===== config.mk =====
export PLATFORM = sky130hd
export DESIGN_NAME = seq_frame_tx_1101_flat
export DESIGN_NICKNAME = d
export VERILOG_FILES = /design/src/rtl/seq_frame_tx_1101_if.sv /design/src/rtl/seq_frame_tx_1101.sv /design/src/flat_wrapper.sv
export SDC_FILE = /design/constraint.sdc
export NUM_CORES = 1
export LEC_CHECK = 0
export CORE_UTILIZATION = 57
export DETAILED_ROUTE_END_ITERATION = 16
export PLACE_DENSITY = 0.82
export SYNTH_ARGS = -nofsm -noshare
export SYNTH_HDL_FRONTEND = slang
export SYNTH_SLANG_ARGS = --single-unit

===== constraint.sdc =====
create_clock -name clk -period 5.38 [get_ports clk]
set_clock_uncertainty 0.1 [all_clocks]
set_input_delay 1.345 -clock clk [delete_from_list [all_inputs] [get_ports clk]]
set_output_delay 1.345 -clock clk [all_outputs]
set_load 0.01 [all_outputs]

===== src/rtl/seq_frame_tx_1101_if.sv =====
// Payload handshake between an upstream producer and seq_frame_tx_1101.
`timescale 1ns/1ps
interface seq_frame_tx_1101_if #(
    parameter int DATA_W = 8
);
    logic [DATA_W-1:0] data_in;
    logic              valid_in;
    logic              ready_out;

    modport master (output data_in, output valid_in, input ready_out);
    modport slave  (input data_in, input valid_in, output ready_out);
endinterface


===== src/rtl/seq_frame_tx_1101.sv =====
// Serial frame transmitter: sync word, MSB-first payload, optional even parity,
// then a forced run of idle zeros so a downstream 1101 detector can resynchronise.
`timescale 1ns/1ps
module seq_frame_tx_1101 #(
    parameter int       DATA_W    = 8,
    parameter logic [3:0] SYNC    = 4'b1101,
    parameter bit       PARITY_EN = 1'b1,
    parameter int       GAP_W     = 2
) (
    input  logic                 clk,
    input  logic                 rst_n,
    seq_frame_tx_1101_if.slave   hs,
    output logic                 out,
    output logic                 busy,
    output logic                 frame_done
);
    localparam int MAXV = (DATA_W > GAP_W) ? ((DATA_W > 4) ? DATA_W : 4)
                                           : ((GAP_W  > 4) ? GAP_W  : 4);
    localparam int CW   = $clog2(MAXV);

    typedef logic [CW-1:0] cnt_t;
    typedef enum logic [2:0] {S_IDLE, S_SYNC, S_DATA, S_PARITY, S_GAP} state_t;

    state_t            state_q, state_d;
    cnt_t              cnt_q, cnt_d;
    logic [DATA_W-1:0] payload_q, payload_d;
    logic              par_q, par_d;
    logic              out_d, done_d;

    always_ff @(posedge clk or negedge rst_n) begin
        if (!rst_n) begin
            state_q    <= S_IDLE;
            cnt_q      <= '0;
            payload_q  <= '0;
            par_q      <= 1'b0;
            out        <= 1'b0;
            frame_done <= 1'b0;
        end else begin
            state_q    <= state_d;
            cnt_q      <= cnt_d;
            payload_q  <= payload_d;
            par_q      <= par_d;
            out        <= out_d;
            frame_done <= done_d;
        end
    end

    // out/frame_done are registered, so they are decoded from the next state:
    // the bit for (state_q, cnt_q) is on the line while that state is current.
    always_comb begin
        state_d   = state_q;
        cnt_d     = cnt_q;
        payload_d = payload_q;
        par_d     = par_q;
        out_d     = 1'b0;
        done_d    = 1'b0;

        case (state_q)
            S_IDLE: begin
                if (hs.valid_in) begin
                    state_d   = S_SYNC;
                    cnt_d     = cnt_t'(3);
                    payload_d = hs.data_in;
                    par_d     = ^hs.data_in;
                end
            end
            S_SYNC: begin
                if (cnt_q == '0) begin
                    state_d = S_DATA;
                    cnt_d   = cnt_t'(DATA_W - 1);
                end else begin
                    cnt_d = cnt_q - cnt_t'(1);
                end
            end
            S_DATA: begin
                if (cnt_q == '0) begin
                    if (PARITY_EN) begin
                        state_d = S_PARITY;
                    end else begin
                        state_d = S_GAP;
                        cnt_d   = cnt_t'(GAP_W - 1);
                    end
                end else begin
                    cnt_d = cnt_q - cnt_t'(1);
                end
            end
            S_PARITY: begin
                state_d = S_GAP;
                cnt_d   = cnt_t'(GAP_W - 1);
            end
            S_GAP: begin
                if (cnt_q == '0) begin
                    state_d = S_IDLE;
                end else begin
                    cnt_d = cnt_q - cnt_t'(1);
                end
            end
            default: state_d = S_IDLE;
        endcase

        case (state_d)
            S_SYNC:   out_d = SYNC[cnt_d[1:0]];
            S_DATA: begin
                out_d  = payload_d[cnt_d];
                done_d = !PARITY_EN && (cnt_d == '0);
            end
            S_PARITY: begin
                out_d  = par_d;
                done_d = 1'b1;
            end
            default:  out_d = 1'b0;
        endcase
    end

    assign hs.ready_out = (state_q == S_IDLE);
    assign busy         = (state_q != S_IDLE);
endmodule


===== src/flat_wrapper.sv =====
// flat-port wrapper written by rule: the top's interface ports become plain ports
module seq_frame_tx_1101_flat 
#(
    parameter int       DATA_W    = 8,
    parameter logic [3:0] SYNC    = 4'b1101,
    parameter bit       PARITY_EN = 1'b1,
    parameter int       GAP_W     = 2
)
  (clk, rst_n, out, busy, frame_done, hs_data_in, hs_valid_in, hs_ready_out);
  seq_frame_tx_1101_if #(.DATA_W(DATA_W)) hs_i ();
  input  logic clk;
  input  logic rst_n;
  output logic out;
  output logic busy;
  output logic frame_done;
  input wire logic [$bits(hs_i.data_in)-1:0] hs_data_in;
  input wire logic [$bits(hs_i.valid_in)-1:0] hs_valid_in;
  output wire logic [$bits(hs_i.ready_out)-1:0] hs_ready_out;
  assign hs_i.data_in = hs_data_in;
  assign hs_i.valid_in = hs_valid_in;
  assign hs_ready_out = hs_i.ready_out;
  seq_frame_tx_1101 #(.DATA_W(DATA_W), .SYNC(SYNC), .PARITY_EN(PARITY_EN), .GAP_W(GAP_W)) u_core (.clk(clk), .rst_n(rst_n), .hs(hs_i), .out(out), .busy(busy), .frame_done(frame_done));
endmodule

==> results of run 1 <==
==> path summary, 6_finish.rpt <==
path,startpoint,to,cells past startpoint,slack (ns)
worst min register to register,u_core.payload_q[1]$_DFF_PN0_,u_core.payload_q[1]$_DFF_PN0_,1,0.41
worst max register to register,u_core.cnt_q[0]$_DFF_PN0_,u_core.out$_DFF_PN0_,11,2.69
worst max-delay path,u_core.state_q[2]$_DFF_PN0_,busy,3,1.93
max in group asynchronous,rst_n,u_core.payload_q[6]$_DFF_PN0_,1,3.34
worst min-delay path,u_core.payload_q[1]$_DFF_PN0_,u_core.payload_q[1]$_DFF_PN0_,1,0.41
min in group asynchronous,rst_n,u_core.cnt_q[2]$_DFF_PN0_,1,1.38
==> cell usage after synthesis, drive strengths merged <==
cell type	instances
or2	1
nand3	3
o32ai	1
clkbuf	1
nand3b	2
a31oi	2
nor4	1
nor2	6
xnor2	7
mux2	11
nor3b	1
nor2b	2
inv	6
o21ai	4
o31a	1
o211ai	3
or3	2
a21boi	1
o22a	1
nand2	3
buf	5
o311ai	1
nor3	4
a32oi	1
a2111oi	1
nand2b	4
ha	3
a21oi	6
clkinv	1
a2bb2oi	2
o22ai	2
dfrtp	17
nand4	1
mux2i	3
a221oi	1
and2	1
==> registers in the layout, indices dropped and copies added, names as in the netlist <==
register	cells
u_core.par_q	1
u_core.state_q	3
u_core.cnt_q	3
u_core.out	1
u_core.frame_done	1
u_core.payload_q	8
==> cells by family after synthesis <==
group | after synthesis
flops | 17
buf+inv | 13
fa+ha+maj | 3
mux | 14
compound gates | 27
xor+xnor | 7
simple gates | 31
==> per-layer routing <==
metal  wire length, um  global-route usage
met5                 0                   0
met4                31              0.1176
met3                88             0.02745
met2              1131              0.3889
met1              1057              0.3401
==> power by group <==
group	total (W)	switching (W)	internal [W]	leakage (nW)
Sequential	0.000246	0.0000594	0.000187	0.205
Combinational	0.000439	0.000221	0.000218	0.279
Clock	0.0000682	0.0000405	0.0000277	0.0177
Total	0.000753	0.000321	0.000432	0.501
==> critical path, delay by kind of cell (launching register included) <==
family	cells	cell delay (ns)
and+or+nand+nor	1	0.14
DFF	1	0.74
buffers and inverters	2	0.83
==> metrics by stage <==
stage          total power [W]  instance area [um2]  std cells
3_5_place_dp         0.0006837                 1252        145
2_1_floorplan        0.0005820                 1119        112
3_3_place_gp         0.0006644                 1252        145
5_1_grt              0.0008117                 1280        149
6_report             0.0007529                 1280        149
4_1_cts              0.0007527                 1280        149
==> cell type report <==
class                      count  area, um2  share of cell area
sequential                    17      425.4              0.3324
clock buffer                   3      22.52             0.01760
inverter                       7      26.28             0.02053
timing repair buffer          14      140.1              0.1095
clock inverter                 1      5.005            0.003910
tap                           25      31.28             0.02444
multi-input combinational     82      629.4              0.4917
==> impl_results.md, run 1 <==
* Status: finished, final reports clean
* Fmax at between 200 and 300 MHz
* Post-Synth Adder-Cell Area at 0.03356
* Residual DRC at 0
* Die height at between 40 and 50 um
* Num CTS Buffers at 3
* Post-synth net total at between 100 and 150
* Crit path arrival time at between 2 and 2.5 ns
* Cell Chain, Critical Path: clkinv_1, nand2_2, clkdlybuf4s50_1
* Library cells used by synthesis at between 40 and 50
* Worst path max stage delay at ~0.74 ns
* DR vias at around 870
* Num rows at 15
* Remaining antenna violation count after routing at 0
* Nets at ~140
* Cells after Synth at 112
* # diodes at 0
* Period minus WS final at ~3.5 ns
* Clk_lat worst skew at around 0.29 ns
* CTS sink count at 17
* Post-synthesis xor/xnor area fraction at 0.05481
* Vias in the first global route at roughly 810
* Most frequent cells in the layout: 17 x dfrtp_1, 14 x clkdlybuf4s50_1, 9 x mux2_2
* Synth Area in Compound Gates at 0.1812
* Power per cell area at ~590 mW/mm2
* Setup repair bufs after CTS at 0
* Core area at between 0.0015 and 0.002 mm2
* Vias per inst at between 5 and 6
* Root Driver: clkbuf_4
* Slowest CP cell: dfrtp_1
* Width of the die at around 46 um
* VDD IR-drop max at around 0.00039 V
* Synth area leader: dfrtp_1
* Ys Warns at 0
* Crit share post-route at 0.6416
* Slew @ Worst Pin at 0.7349 ns
* Commonest non-fill, non-tap cell in the layout: dfrtp_1
* Synthesis-stage register bit count at 17
* Fillers at around 130
* Final wirelength at about 2300 um
* Top post-synthesis cells by area: dfrtp_1 38%, mux2_2 9.1%, xnor2_1 5.5%, ha_1 3.4%, a21oi_1 2.7%
* Hold crit path type: register to register
* Grt total ovfl at 0
* MaxCap Viol Count at 0
* CTS tree: yes
* Depth of the CTS H-tree at 1
* Slew margin rel. at 0.5086
* Largest net degree at the start of global routing at 23
* Crit Path Max Fanout at 22
* Initial antenna violation count at 0
* Worst setup path class: register to output pin
* Global-route usage over all layers at 0.2482
* PostCTS Resize Cnt at 0
* Routed len/inst at between 15 and 20 um
* GP Congestion at between 0.8 and 0.9
* Max Slew Vio Count at 0
* Final core area utilization at 0.7179
* Final Hold Vio Count at 0
* Drt first pass iters at 5
* Crit end category: output pin
* Clock Tree Buf Depth at 2
* Area growth, synth to finish at 14.43%
* IO buf count at 14
* Mean area per synthesized cell at 9.987 um2
* Worst slack at placement at roughly 2.0 ns
* Hold-fix buffer count after cts at 0
* Final setup margin at between 1.5 and 2 ns
* Pleak at ~0.5 nW
* Initial Util at 0.6274
* Post-synth top area share at 0.3803
* Critical path launch point type: register
* Post-Syn Area at 0.001119 mm2
* Post-synthesis simple-gate area fraction at 0.1555
* Setup tns final at 0 ns
* Final hold slack at slightly above 0.4 ns
* Sequential fraction of the synthesis area at 0.3803
* DRT iter0 DRCs at 17
* Io pins at 15
* Multiplexer share of the synthesized area at 0.1376
* First-pass GRT wire length at roughly 3700 um
* Die area at 0.002144 mm2
* HPWL after DPL at 1722 um
* CP required at 3.93 ns
* Largest family of logic cells by synthesized area: compound AO/OA/AOI/OAI gates
* Setup-failing EPs final at 0
* RSZ-0062 raised after global routing: false
* Clock transition at path regs at ~0.1 ns
* Layout cells sized above 1 at 0.1855
No activity file was read; power rests on OpenSTA's default activity.
==> inputs of run 2 (changes only) <==
--- a/config.mk
+++ b/config.mk
@@ -5,9 +5,9 @@
 export SDC_FILE = /design/constraint.sdc
 export NUM_CORES = 1
 export LEC_CHECK = 0
-export CORE_UTILIZATION = 57
+export CORE_UTILIZATION = 53
 export DETAILED_ROUTE_END_ITERATION = 16
-export PLACE_DENSITY = 0.82
+export PLACE_DENSITY = 0.77
 export SYNTH_ARGS = -nofsm -noshare
 export SYNTH_HDL_FRONTEND = slang
 export SYNTH_SLANG_ARGS = --single-unit
==> constraint.sdc (replaced) <==
create_clock -name clk -period 3.56 [get_ports clk]
set_clock_uncertainty 0.1 [all_clocks]
set_input_delay 0.89 -clock clk [delete_from_list [all_inputs] [get_ports clk]]
set_output_delay 0.89 -clock clk [all_outputs]
set_load 0.01 [all_outputs]
==> run 2 against run 1 <==
Compared with the run above:
- global-route usage down 2.7 points
- total power up 51%
- sequential share of layout area about the same
- via count up 4.4%
- largest power group unchanged
- highest routed layer unchanged
==> impl_results.md, run 2 (synthesized netlist as in run 1, its figures left out) <==
* Status: finished, final reports clean
* Most frequent cells in the layout: 17 x dfrtp_1, 14 x clkdlybuf4s50_1, 9 x mux2_2
* Nets at between 100 and 150
* Cell family with most CP delay: buffers and inverters
* Setup-failing EPs final at 0
* Register bank with the most flops: u_core.payload_q
* Num CTS Buffers at 3
* Residual DRC at 0
* DRT iter0 DRCs at 19
* Initial Util at 0.5644
* Logic pwr share at 0.582
* Final wirelength at ~2300 um
* Critical path endpoint: busy
* Power per cell area at between 800 and 900 mW/mm2
* Hold crit path type: register to register
* Reg power frac at 0.327
* Critical path launch point type: register
* MaxCap Viol Count at 0
* Commonest non-fill, non-tap cell in the layout: dfrtp_1
* Layout cells sized above 1 at 0.1774
* Worst Path Buf+Inv at 2
* Switching part of the total at 0.4256
* Setup tns final at 0 ns
* Clock transition at path regs at 0.09 ns
* Vias in the first global route at between 700 and 800
* Root Driver: clkbuf_4
* Largest net degree at the start of global routing at 23
* Crit path arrival time at between 2 and 2.5 ns
* Period minus WS final at roughly 3.0 ns
* DR vias at between 900 and 1000
* Routed len/inst at 14.95 um
* Cell Chain, Critical Path: clkinv_1, nand2_2, clkdlybuf4s50_1
* P_int at about 0.00065 W
* R2r setup slk at 0.96 ns
* Slew @ Worst Pin at approximately 0.76 ns
* Fmax at 333.5 MHz
* DP Cell Count at between 100 and 150
* HPWL after DPL at 1661 um
* Global-route usage over all layers at 0.2215
* # diodes at 0
* Clk_lat worst skew at 0.30 ns
* RSZ-0062 raised after global routing: false
* First-pass GRT wire length at about 3400 um
* Worst setup path class: register to output pin
* Depth of the CTS H-tree at 1
* CTS tree: yes
* Max Slew Vio Count at 0
* CTS sink count at 17
* Pleak at roughly 0.5 nW
* Reg2reg start: u_core.cnt_q[0]$_DFF_PN0_
* Die area at 0.002298 mm2
* Post-Layout Cell Count at between 150 and 200
* Remaining antenna violation count after routing at 0
* PostCTS Resize Cnt at 0
* Slowest CP cell: dfrtp_1
* Critical path depth at 3
* Worst path max stage delay at approximately 0.75 ns
* Crit end category: output pin
* Number of flip-flops in the largest register at 8
* Crit Path Max Fanout at 22
* VDD IR-drop max at 0.0005116 V
* Sw Pwr at ~0.00048 W
* Registers with the most flip-flops: u_core.payload_q x8, u_core.cnt_q x3, u_core.state_q x3
* Vias per inst at 6.033
* Final Hold Vio Count at 0
* Area growth, synth to finish at 14.54%
* Hold-fix buffer count after cts at 0
* R2R depth at 11
* Setup repair bufs after CTS at 0
* Grt total ovfl at 0
* Core area at ~0.0020 mm2
* Die height at 47.94 um
* Clk network pwr share at 0.092
* Num rows at 16
* Crit share post-route at 0.8422
* IO buf count at 14
* Reg2reg end: u_core.out$_DFF_PN0_
* Slew margin rel. at 0.4943
* GP Congestion at 0.8625
* Clock Tree Buf Depth at 2
* Io pins at 15
* Critical path startpoint: u_core.state_q[2]$_DFF_PN0_
* Initial antenna violation count at 0
* CP required at about 2.6 ns
* Drt first pass iters at 4
* Width of the die at 47.94 um
* Final Power at about 0.0011 W
run 2: area by class of cell:
class	count	area, um2
timing repair buffer	14	140.1
multi-input combinational	82	629.4
fill	155	700.7
tap	27	33.78
sequential	17	425.4
clock buffer	4	26.28
inverter	7	26.28
run 2: worst register-to-register path, stage by stage (launching register included):
cell and delay (ns):
dfrtp_1 0.43, inv_1 0.10, ha_1 0.17, nor2b_1 0.21, inv_2 0.12, ha_1 0.33, nor2b_1 0.05, o31a_1 0.24
o32ai_1 0.23, o21ai_0 0.17, a2bb2oi_1 0.22, o211ai_2 0.11
run 2: how the worst min path moves through the flow:
stage | startpoint | endpoint | slack [ns] | cells past startpoint
after floorplan | u_core.payload_q[1]$_DFF_PN0_ | u_core.payload_q[1]$_DFF_PN0_ | 0.35 | 1
after global placement | u_core.payload_q[5]$_DFF_PN0_ | u_core.payload_q[5]$_DFF_PN0_ | 0.37 | 1
after detailed placement | u_core.payload_q[7]$_DFF_PN0_ | u_core.payload_q[7]$_DFF_PN0_ | 0.38 | 1
after CTS | u_core.payload_q[7]$_DFF_PN0_ | u_core.payload_q[7]$_DFF_PN0_ | 0.41 | 1
after global routing | u_core.payload_q[4]$_DFF_PN0_ | u_core.payload_q[4]$_DFF_PN0_ | 0.43 | 1
final | u_core.payload_q[3]$_DFF_PN0_ | u_core.payload_q[3]$_DFF_PN0_ | 0.40 | 1
run 2: per-stage QoR:
stage | area (um2) | util | setup WS (ns) | hold slack, ns
floorplan | 1119 | - | 1.267 | 0.3539
global placement | 1255 | 0.6332 | 0.6534 | 0.3667
detailed placement | 1255 | 0.6332 | 0.5755 | 0.3839
CTS | 1281 | 0.6465 | 0.5855 | 0.4059
global route | 1281 | 0.6465 | 0.4170 | 0.4285
finish | 1281 | 0.6465 | 0.5616 | 0.4012
run 2: power by group through the flow:
stage / Combinational, W / Clock, W / Sequential (W)
after CTS: 0.000660 / 0.000108 / 0.000369
after global routing: 0.000729 / 0.000115 / 0.000385
after global placement: 0.000635 / 0 / 0.000367
after floorplan: 0.000559 / 0 / 0.000321
final: 0.000662 / 0.000104 / 0.000372
after detailed placement: 0.000658 / 0 / 0.000373
run 2: layer usage:
metal  share of wire  vias up  track usage
met2            0.48       33       0.3541
met4          0.0097        0      0.06667
met3           0.062        3      0.06792
li1                -      432            -
met1            0.44      443       0.2881
met5               0        -            0
